`src/rtl/ysyx_23060236_btb_2way.sv`:
```
// Two-way set-associative branch target buffer with 2-bit direction counters.
// Two independent zero-latency lookup ports (fetch, execute) and one update port.
module ysyx_23060236_btb_2way #(
  parameter int ADDR_LEN   = 32,
  parameter int SET_LEN    = 4,
  parameter int OFFSET_LEN = 2
) (
  input  logic                clock,
  input  logic                reset,
  input  logic                flush,
  input  logic [ADDR_LEN-1:0] ifu_pc,
  output logic [ADDR_LEN-1:0] ifu_npc,
  output logic                ifu_hit,
  input  logic [ADDR_LEN-1:0] exu_pc,
  output logic [ADDR_LEN-1:0] exu_npc,
  input  logic                upd_valid,
  input  logic [ADDR_LEN-1:0] upd_pc,
  input  logic                upd_taken,
  input  logic [ADDR_LEN-1:0] upd_target
);

  localparam int SETS  = 1 << SET_LEN;
  localparam int TAG_W = ADDR_LEN - OFFSET_LEN - SET_LEN;

  // upd_valid is a single-cycle strobe with no ready: every asserted cycle is
  // consumed, unless reset or flush is asserted in the same cycle.

  logic [1:0]          valid_q  [SETS];
  logic [TAG_W-1:0]    tag_q    [SETS][2];
  logic [ADDR_LEN-1:0] target_q [SETS][2];
  logic [1:0]          cnt_q    [SETS][2];
  logic [SETS-1:0]     lru_q;

  // Returns {hit, way}; way is only meaningful when hit is set.
  function automatic logic [1:0] lookup(input logic [ADDR_LEN-1:0] pc);
    logic [SET_LEN-1:0] idx;
    logic [TAG_W-1:0]   tg;
    logic               m0, m1;
    idx = pc[OFFSET_LEN +: SET_LEN];
    tg  = pc[ADDR_LEN-1 -: TAG_W];
    m0  = valid_q[idx][0] && (tag_q[idx][0] == tg);
    m1  = valid_q[idx][1] && (tag_q[idx][1] == tg);
    return {m0 | m1, ~m0};
  endfunction

  function automatic logic [ADDR_LEN-1:0] predict(input logic [ADDR_LEN-1:0] pc,
                                                  input logic [1:0] lk);
    logic [SET_LEN-1:0] idx;
    idx = pc[OFFSET_LEN +: SET_LEN];
    if (lk[1] && cnt_q[idx][lk[0]][1]) return target_q[idx][lk[0]];
    return pc + ADDR_LEN'(4);
  endfunction

  logic [1:0]         ifu_lk, exu_lk, upd_lk;
  logic [SET_LEN-1:0] upd_idx;
  logic [TAG_W-1:0]   upd_tag;
  logic               upd_way, upd_victim;
  logic [1:0]         upd_cnt;
  logic               unused_upd_low;

  always_comb begin
    ifu_lk     = lookup(ifu_pc);
    exu_lk     = lookup(exu_pc);
    upd_lk     = lookup(upd_pc);
    ifu_hit    = ifu_lk[1];
    ifu_npc    = predict(ifu_pc, ifu_lk);
    exu_npc    = predict(exu_pc, exu_lk);
    upd_idx    = upd_pc[OFFSET_LEN +: SET_LEN];
    upd_tag    = upd_pc[ADDR_LEN-1 -: TAG_W];
    upd_way    = upd_lk[0];
    upd_cnt    = cnt_q[upd_idx][upd_way];
    // Fill invalid ways first so a set never holds two copies of a tag.
    if (!valid_q[upd_idx][0])      upd_victim = 1'b0;
    else if (!valid_q[upd_idx][1]) upd_victim = 1'b1;
    else                           upd_victim = lru_q[upd_idx];
  end

  assign unused_upd_low = ^upd_pc[OFFSET_LEN-1:0];

  always_ff @(posedge clock) begin
    if (reset || flush) begin
      for (int s = 0; s < SETS; s++) valid_q[s] <= 2'b00;
      lru_q <= '0;
    end else if (upd_valid) begin
      if (upd_lk[1]) begin
        if (upd_taken) begin
          if (upd_cnt != 2'd3) cnt_q[upd_idx][upd_way] <= upd_cnt + 2'd1;
          target_q[upd_idx][upd_way] <= upd_target;
        end else if (upd_cnt != 2'd0) begin
          cnt_q[upd_idx][upd_way] <= upd_cnt - 2'd1;
        end
        lru_q[upd_idx] <= ~upd_way;
      end else if (upd_taken) begin
        valid_q[upd_idx][upd_victim]  <= 1'b1;
        tag_q[upd_idx][upd_victim]    <= upd_tag;
        target_q[upd_idx][upd_victim] <= upd_target;
        cnt_q[upd_idx][upd_victim]    <= 2'd2;
        lru_q[upd_idx]                <= ~upd_victim;
      end
    end
  end

endmodule

```
`config.mk`:
```
export PLATFORM = sky130hd
export DESIGN_NAME = ysyx_23060236_btb_2way
export DESIGN_NICKNAME = d
export VERILOG_FILES = /design/src/rtl/ysyx_23060236_btb_2way.sv
export SDC_FILE = /design/constraint.sdc
export NUM_CORES = 2
export LEC_CHECK = 0
export CORE_MARGIN = 2
export CORE_UTILIZATION = 30
export CTS_BUF_LIST = sky130_fd_sc_hd__clkbuf_4 sky130_fd_sc_hd__clkbuf_8
export DETAILED_ROUTE_END_ITERATION = 8
export GPL_TIMING_DRIVEN = 0
export PLACE_DENSITY_LB_ADDON = 0.3
export SLEW_MARGIN = 20
export SYNTH_ARGS = -nofsm -noshare
export SYNTH_HDL_FRONTEND = slang
export SYNTH_SLANG_ARGS = --single-unit
```
`constraint.sdc`:
```
create_clock -name clock -period 7.3 [get_ports clock]
set_input_delay 1.46 -clock clock [delete_from_list [all_inputs] [get_ports clock]]
set_output_delay 1.46 -clock clock [all_outputs]
set_load 0.02 [all_outputs]
```
Word-level counts from Yosys, hierarchy flattened
Memories as Yosys holds them, arrays and structs flattened.
Index checks and enable logic that the tools add are counted.
{"block": "op_classes", "n_addsub": 4, "order_cmp": 10, "eq_ne": 7, "mux": 144, "bitwise": 83, "reduce_logical": 17}
{"cell": "two-way mux 32 bit", "n": 12}
{"cell": "equality test 26 bit", "n": 6}
{"cell": "two-way mux 64 bit", "n": 2}
{"cell": "two-way mux 1 bit", "n": 98}
{"cell": "OR 1 bit", "n": 75}
{"cell": "adder 32 x 3 -> 32 bit (second input constant)", "n": 2}
{"cell": "demux 32 bit (select 1 bit)", "n": 2}
{"cell": "two-way mux 52 bit", "n": 1}
{"cell": "bitwise mux 16 bit", "n": 2}
{"cell": "two-way mux 16 bit", "n": 2}
{"cell": "two-way mux 2 bit", "n": 14}
{"cell": "demux 26 bit (select 1 bit)", "n": 1}
{"cell": "two-way mux 26 bit", "n": 1}
{"cell": "two-way mux 4 bit", "n": 4}
{"cell": "logical AND 1 bit", "n": 12}
{"cell": ">= comparator 2 bit (second input constant)", "n": 4}
{"cell": "NOT 1 -> 2 bit", "n": 4}
{"cell": "< comparator 4 x 5 -> 1 bit (second input constant)", "n": 1}
{"cell": "binary-select mux 1 bit (select 4 bit)", "n": 1}
{"cell": "demux 1 bit (select 4 bit)", "n": 1}
{"cell": "demux 2 bit (select 1 bit)", "n": 2}
{"cell": ">= comparator 4 x 1 -> 1 bit (second input constant)", "n": 1}
{"cell": "< comparator 2 x 1 -> 1 bit (second input constant)", "n": 2}
{"cell": "NOT 1 bit", "n": 4}
{"cell": "other kinds (10)", "n": 11}
{"block": "word_totals", "regBits": 16, "mem_bits_rw": 1952, "output_inout_bits": 65, "memories": 4}
{"name": "target_q", "words": 16, "word_bits": 64, "read_ports": 2, "rd_clocked_by_memory_dff": 0, "write_ports": 1, "line_no": "30", "rtl": "logic [ADDR_LEN-1:0] target_q [SETS][2];"}
{"name": "tag_q", "words": 16, "word_bits": 52, "read_ports": 3, "rd_clocked_by_memory_dff": 0, "write_ports": 1, "line_no": "29", "rtl": "logic [TAG_W-1:0] tag_q [SETS][2];"}
{"name": "cnt_q", "words": 16, "word_bits": 4, "read_ports": 3, "rd_clocked_by_memory_dff": 0, "write_ports": 1, "line_no": "31", "rtl": "logic [1:0] cnt_q [SETS][2];"}
{"name": "valid_q", "words": 16, "word_bits": 2, "read_ports": 3, "rd_clocked_by_memory_dff": 0, "write_ports": 16, "line_no": "28", "rtl": "logic [1:0] valid_q [SETS];"}

Depth between registers and ports, before layout
An unclocked memory read counts as a cell.
{"block": "logic_depth", "depth_word": 17, "mapped_depth": 21}

Worst setup path after synthesis
No wires, ideal clock.
{"block": "synth_path", "path_type": "input to register", "from": "input port upd_pc[2]", "to": "memory tag_q[0][26] (netlist bit) (enable)", "setup_time_ns": 0.444, "t_arrival_ns": 6.227, "setup_slack_ns": 0.629, "cell_stages": 12, "n_path_buf": 8, "path_cell_list": "buf_4 > buf_2 > buf_2 > buf_4 > buf_4 > buf_2 > mux4_2 > mux4_2 > o21a_1 > buf_2 > buf_2 > nor3_1"}
{"block": "synth_via", "elab_chain_len": 10, "word_cells_on_any_way": 21}
{"element": "from (decl)", "line_no": "17", "rtl": "input logic [ADDR_LEN-1:0] upd_pc,"}
{"element": "branches (longest 10 deep; another with memory (16 x 52 bit))"}
{"element": "to (decl)", "line_no": "29"}
Parallel ways; which one is timed is not known. The select of a mux whose other input is x is not followed.

Final worst setup path
{"block": "layout_path", "from": "input port exu_pc[3]", "to": "output port exu_npc[26]"}
{"block": "layout_via", "elab_chain_len": 11, "word_cells_on_any_way": 22}
{"element": "from (decl)", "line_no": "14", "rtl": "input logic [ADDR_LEN-1:0] exu_pc,"}
{"element": "memory (16 x 52 bit)"}
{"element": "equality test 26 bit", "line_no": "41", "rtl": "m0 = valid_q[idx][0] && (tag_q[idx][0] == tg);"}
{"element": "logical AND 1 bit", "line_no": "41"}
{"element": "NOT 1 bit", "line_no": "43", "rtl": "return {m0 | m1, ~m0};"}
{"element": "NOT 1 -> 2 bit (not written as such)", "line_no": "50", "rtl": "if (lk[1] && cnt_q[idx][lk[0]][1]) return target_q[idx][lk[0]];"}
{"element": "two-way mux 2 bit (not written as such) (3 in a row)", "line_no": "50"}
{"element": "logical AND 1 bit", "line_no": "50"}
{"element": "two-way mux 1 bit", "line_no": "50"}
{"element": "two-way mux 32 bit *", "line_no": "51", "rtl": "return pc + ADDR_LEN'(4);"}
{"element": "to (decl)", "line_no": "15", "rtl": "output logic [ADDR_LEN-1:0] exu_npc,"}
Mark *: on every way between the ends. The rest lies on a longest branch, timed or not. The select of a mux whose other input is x is not followed.

==> impl_metrics.yaml <==
clock_tree:
  clock_path_buffers: 4
  root_buffer: "clkbuf_8"
  clk_pin_slew_worst_paths_ps: 60
  cts_max_level: 5
  cts_buffers: 347
  clock_latency_ps: 1130
  cts.sinks: 1968
  cts_tree: "done"
timing:
  skew_ps: 83.75
  worstMarginPinSlew_ps: 1296
  relSlewSlack_pct: 13.34
  setup_violations: 56
  fin_crit_sh_pct: 101.4
  final.setup.tns_ps: -2079
  setup_ws_ps: -103.9
  finalHoldViolCount: 0
  rsz0062_at_grt: "true"
  clock.fmax_mhz: 135.1
  final_max_slew_viol_count: 0
  fin_crit_ps: 7404
synthesis:
  synth.distinct_cells: 80
  yosysSeqAreaShare_pct: 58.00
  syn_avg_cell_area_sq_um: 19.51
  synth_area_sq_mm: 0.1011
  synth-main-ff-cell: "edfxtp_1"
  post-synth-top-area-cell: "edfxtp_1"
  synth.area.top_cells: "edfxtp_1 57%, mux4_2 30%, mux2i_1 2.6%"
  synth_common_cells: "1,920 x edfxtp_1, 1,337 x mux4_2, 265 x mux2i_1, 172 x clkbuf_1, 167 x nor2_1"
  synth_seq_cells: 1968
  postSynthCellCount: 5179
  synth_edf_count: 1920
  synth_top_area_share_pct: 57.05
  post-synth-top-count-cell: "edfxtp_1"
  synthesis.nets: 5316
  yosysWarningCount: 0
  synthArstFlopShare_pct: 0
place:
  io_buffers: 165
  dp_slack_ps: -4011
  gp_congestion: 0.9898
  dp_hpwl_mm: 346.0
worst_setup_path:
  crit_top_cell: "buf_4"
  worst_path_largest_cell_delay_ps: 500
  cp-start-kind: "primary input"
  crit_chain: "buf_4, buf_12, buf_16, buf_12, buf_4, buf_4, buf_4, clkbuf_2, clkbuf_1, buf_6, mux4_2, mux4_2, mux2i_2, mux2i_4, buf_4"
  worst-path-max-fanout: 10
  crit_buf_inv: 11
  cp.arrival_ps: 5940
  end_kind: "output port"
  cp_slowest_cell: "mux4_2"
  worstSetupPathType: "primary input to output port"
  cp.required_ps: 5840
  crit_family: "buffers and inverters"
pwr:
  powerDensity_mw_per_mm2: 210.8
  leakage_uw: 0.03975
  ir_drop_uv: 196.8
  p_total_uw: 26180
floorplanning:
  die_h_um: 584.4
  die_w_um: 584.4
  die_area_sq_mm: 0.3416
  pin_count: 198
  initial_core_util_pct: 30.07
  core_area_sq_mm: 0.3361
  num_rows: 213
route:
  wirelength_mm: 484.7
  routedWlPerCell_um: 44.70
  detail_route.first_pass.iterations: 6
  drt-initial-drc-count: 12610
  ant_nets: 0
  drc_errors: 0
  via_count: 68830
  via_per_inst: 6.347
grt:
  grt_remaining_overflow: 0
  grt_pass1_vias: 66410
  grt_use_total_pct: 27.79
  grt_first_pass_wirelength_mm: 629.0
  antenna_found_initial: 46
  grt_max_degree: 38
job:
  max_cap_viol_count: 0
finish:
  nNetsFinal: 6182
  drive_above_1_share_pct: 47.95
  syn_to_final_growth_pct: 22.84
run_status:
  violations: "negative setup slack"
  status: "finished, violations left"
hold_path:
  min_path_type: "flip-flop to flip-flop"
[per-layer routing]
| layer | track usage [%] | vias to the layer above | wire length (um) | share of wire (%) |
|---|---|---|---|---|
| met5 | 0 | - | 229 | 0.047 |
| met4 | 20.12 | 24 | 41800 | 8.6 |
| met3 | 9.352 | 1481 | 66490 | 14 |
| met2 | 41.23 | 6289 | 212000 | 44 |
| met1 | 33.83 | 36650 | 164100 | 34 |
| li1 | - | 24390 | - | - |
[through the flow]
step	utilization [%]	cell area, sq um	cells	hold slack (ps)
6_report	36.94	124100	10840	500.6
5_1_grt	36.93	124100	10830	515.3
4_1_cts	36.81	123700	10800	497.6
3_5_place_dp	33.61	113000	10090	484.9
3_3_place_gp	32.25	108400	9859	470.5
2_1_floorplan	-	101100	5179	455.2
[state kept, by name, summed over array words and instances, names as in the netlist]
name / flops
target_q: 1024
tag_q: 832
cnt_q: 64
valid_q: 32
lru_q: 16
[cell type report]
cell class	count	area [sq um]
well taps	4515	5649
repair buffers	527	6867
multi-input cells	2750	42370
clock inverters	143	787.0
plain buffers	424	3974
inverters	27	105.1
flip-flops and latches	1968	58620
clock buffers	466	5719
fillers	30850	211900
diodes	24	60.06
[power by group]
| part | leakage [uW] | internal (uW) | switching [uW] |
|---|---|---|---|
| combinational | 0.0187 | 1320 | 2200 |
| clock | 0.00344 | 5210 | 5000 |
| sequential | 0.0176 | 12400 | 11.8 |
[path summary, 6_finish.rpt]
kind                 startpoint         endpoint  slack [ps]  depth (start not counted)
setup / recovery      exu_pc[3]      exu_npc[26]        -100                         15
hold / removal    valid_q[5][0]    valid_q[5][0]         500                          1
setup reg to reg  tag_q[10][48]  target_q[2][48]        2000                         12
hold reg to reg   valid_q[5][0]    valid_q[5][0]         500                          1
[kinds of logic (layout without fill, tap and decap cells)]
group	Yosys count	in the layout	synth area share, %
compound gates	304	304	2.237
other cells	0	24	0
buf+inv	461	1587	2.127
simple gates	575	575	2.764
fa+ha+maj	4	4	0.04952
xor+xnor	220	220	1.906
flops	1968	1968	58.00
mux	1647	1647	32.92
[layout by cell type, fill, tap and decap left out, types with 15 or more instances in the layout]
| master | Yosys | final |
|---|---|---|
| nand3_1 | 79 | 77 |
| a21o_1 | 21 | 20 |
| nand2_1 | 130 | 130 |
| clkinv_2 | 0 | 37 |
| clkbuf_2 | 0 | 87 |
| edfxtp_1 | 1920 | 1920 |
| mux4_2 | 1337 | 1337 |
| nor2b_1 | 22 | 18 |
| inv_1 | 25 | 24 |
| xor2_1 | 68 | 62 |
| buf_12 | 0 | 123 |
| nor3_2 | 1 | 18 |
| buf_8 | 0 | 25 |
| o21ai_0 | 42 | 40 |
| buf_16 | 0 | 101 |
| and2_1 | 31 | 29 |
| mux2i_1 | 265 | 207 |
| dfxtp_1 | 48 | 48 |
| a22oi_1 | 39 | 36 |
| clkdlybuf4s50_1 | 0 | 47 |
| nor2_4 | 0 | 63 |
| nand4_1 | 29 | 29 |
| clkbuf_1 | 172 | 43 |
| o22ai_1 | 39 | 19 |
| o221a_2 | 15 | 15 |
| xnor2_1 | 152 | 137 |
| nor2_1 | 167 | 93 |
| buf_6 | 12 | 88 |
| mux2_2 | 43 | 44 |
| buf_4 | 40 | 224 |
| and3_1 | 30 | 30 |
| mux2i_4 | 0 | 49 |
| o22ai_4 | 0 | 18 |
| clkbuf_4 | 0 | 142 |
| diode_2 | 0 | 24 |
| clkinv_1 | 1 | 81 |
| buf_2 | 143 | 147 |
| clkbuf_8 | 0 | 363 |
[repair_timing]
item	CTS	global route
hold buffers	0	0
setup endpoints to repair	1764	304
resized for setup	999	135
gates cloned	6	1
buffers inserted	100	25
pin swaps	61	37
(Power assumes the default switching activity.)
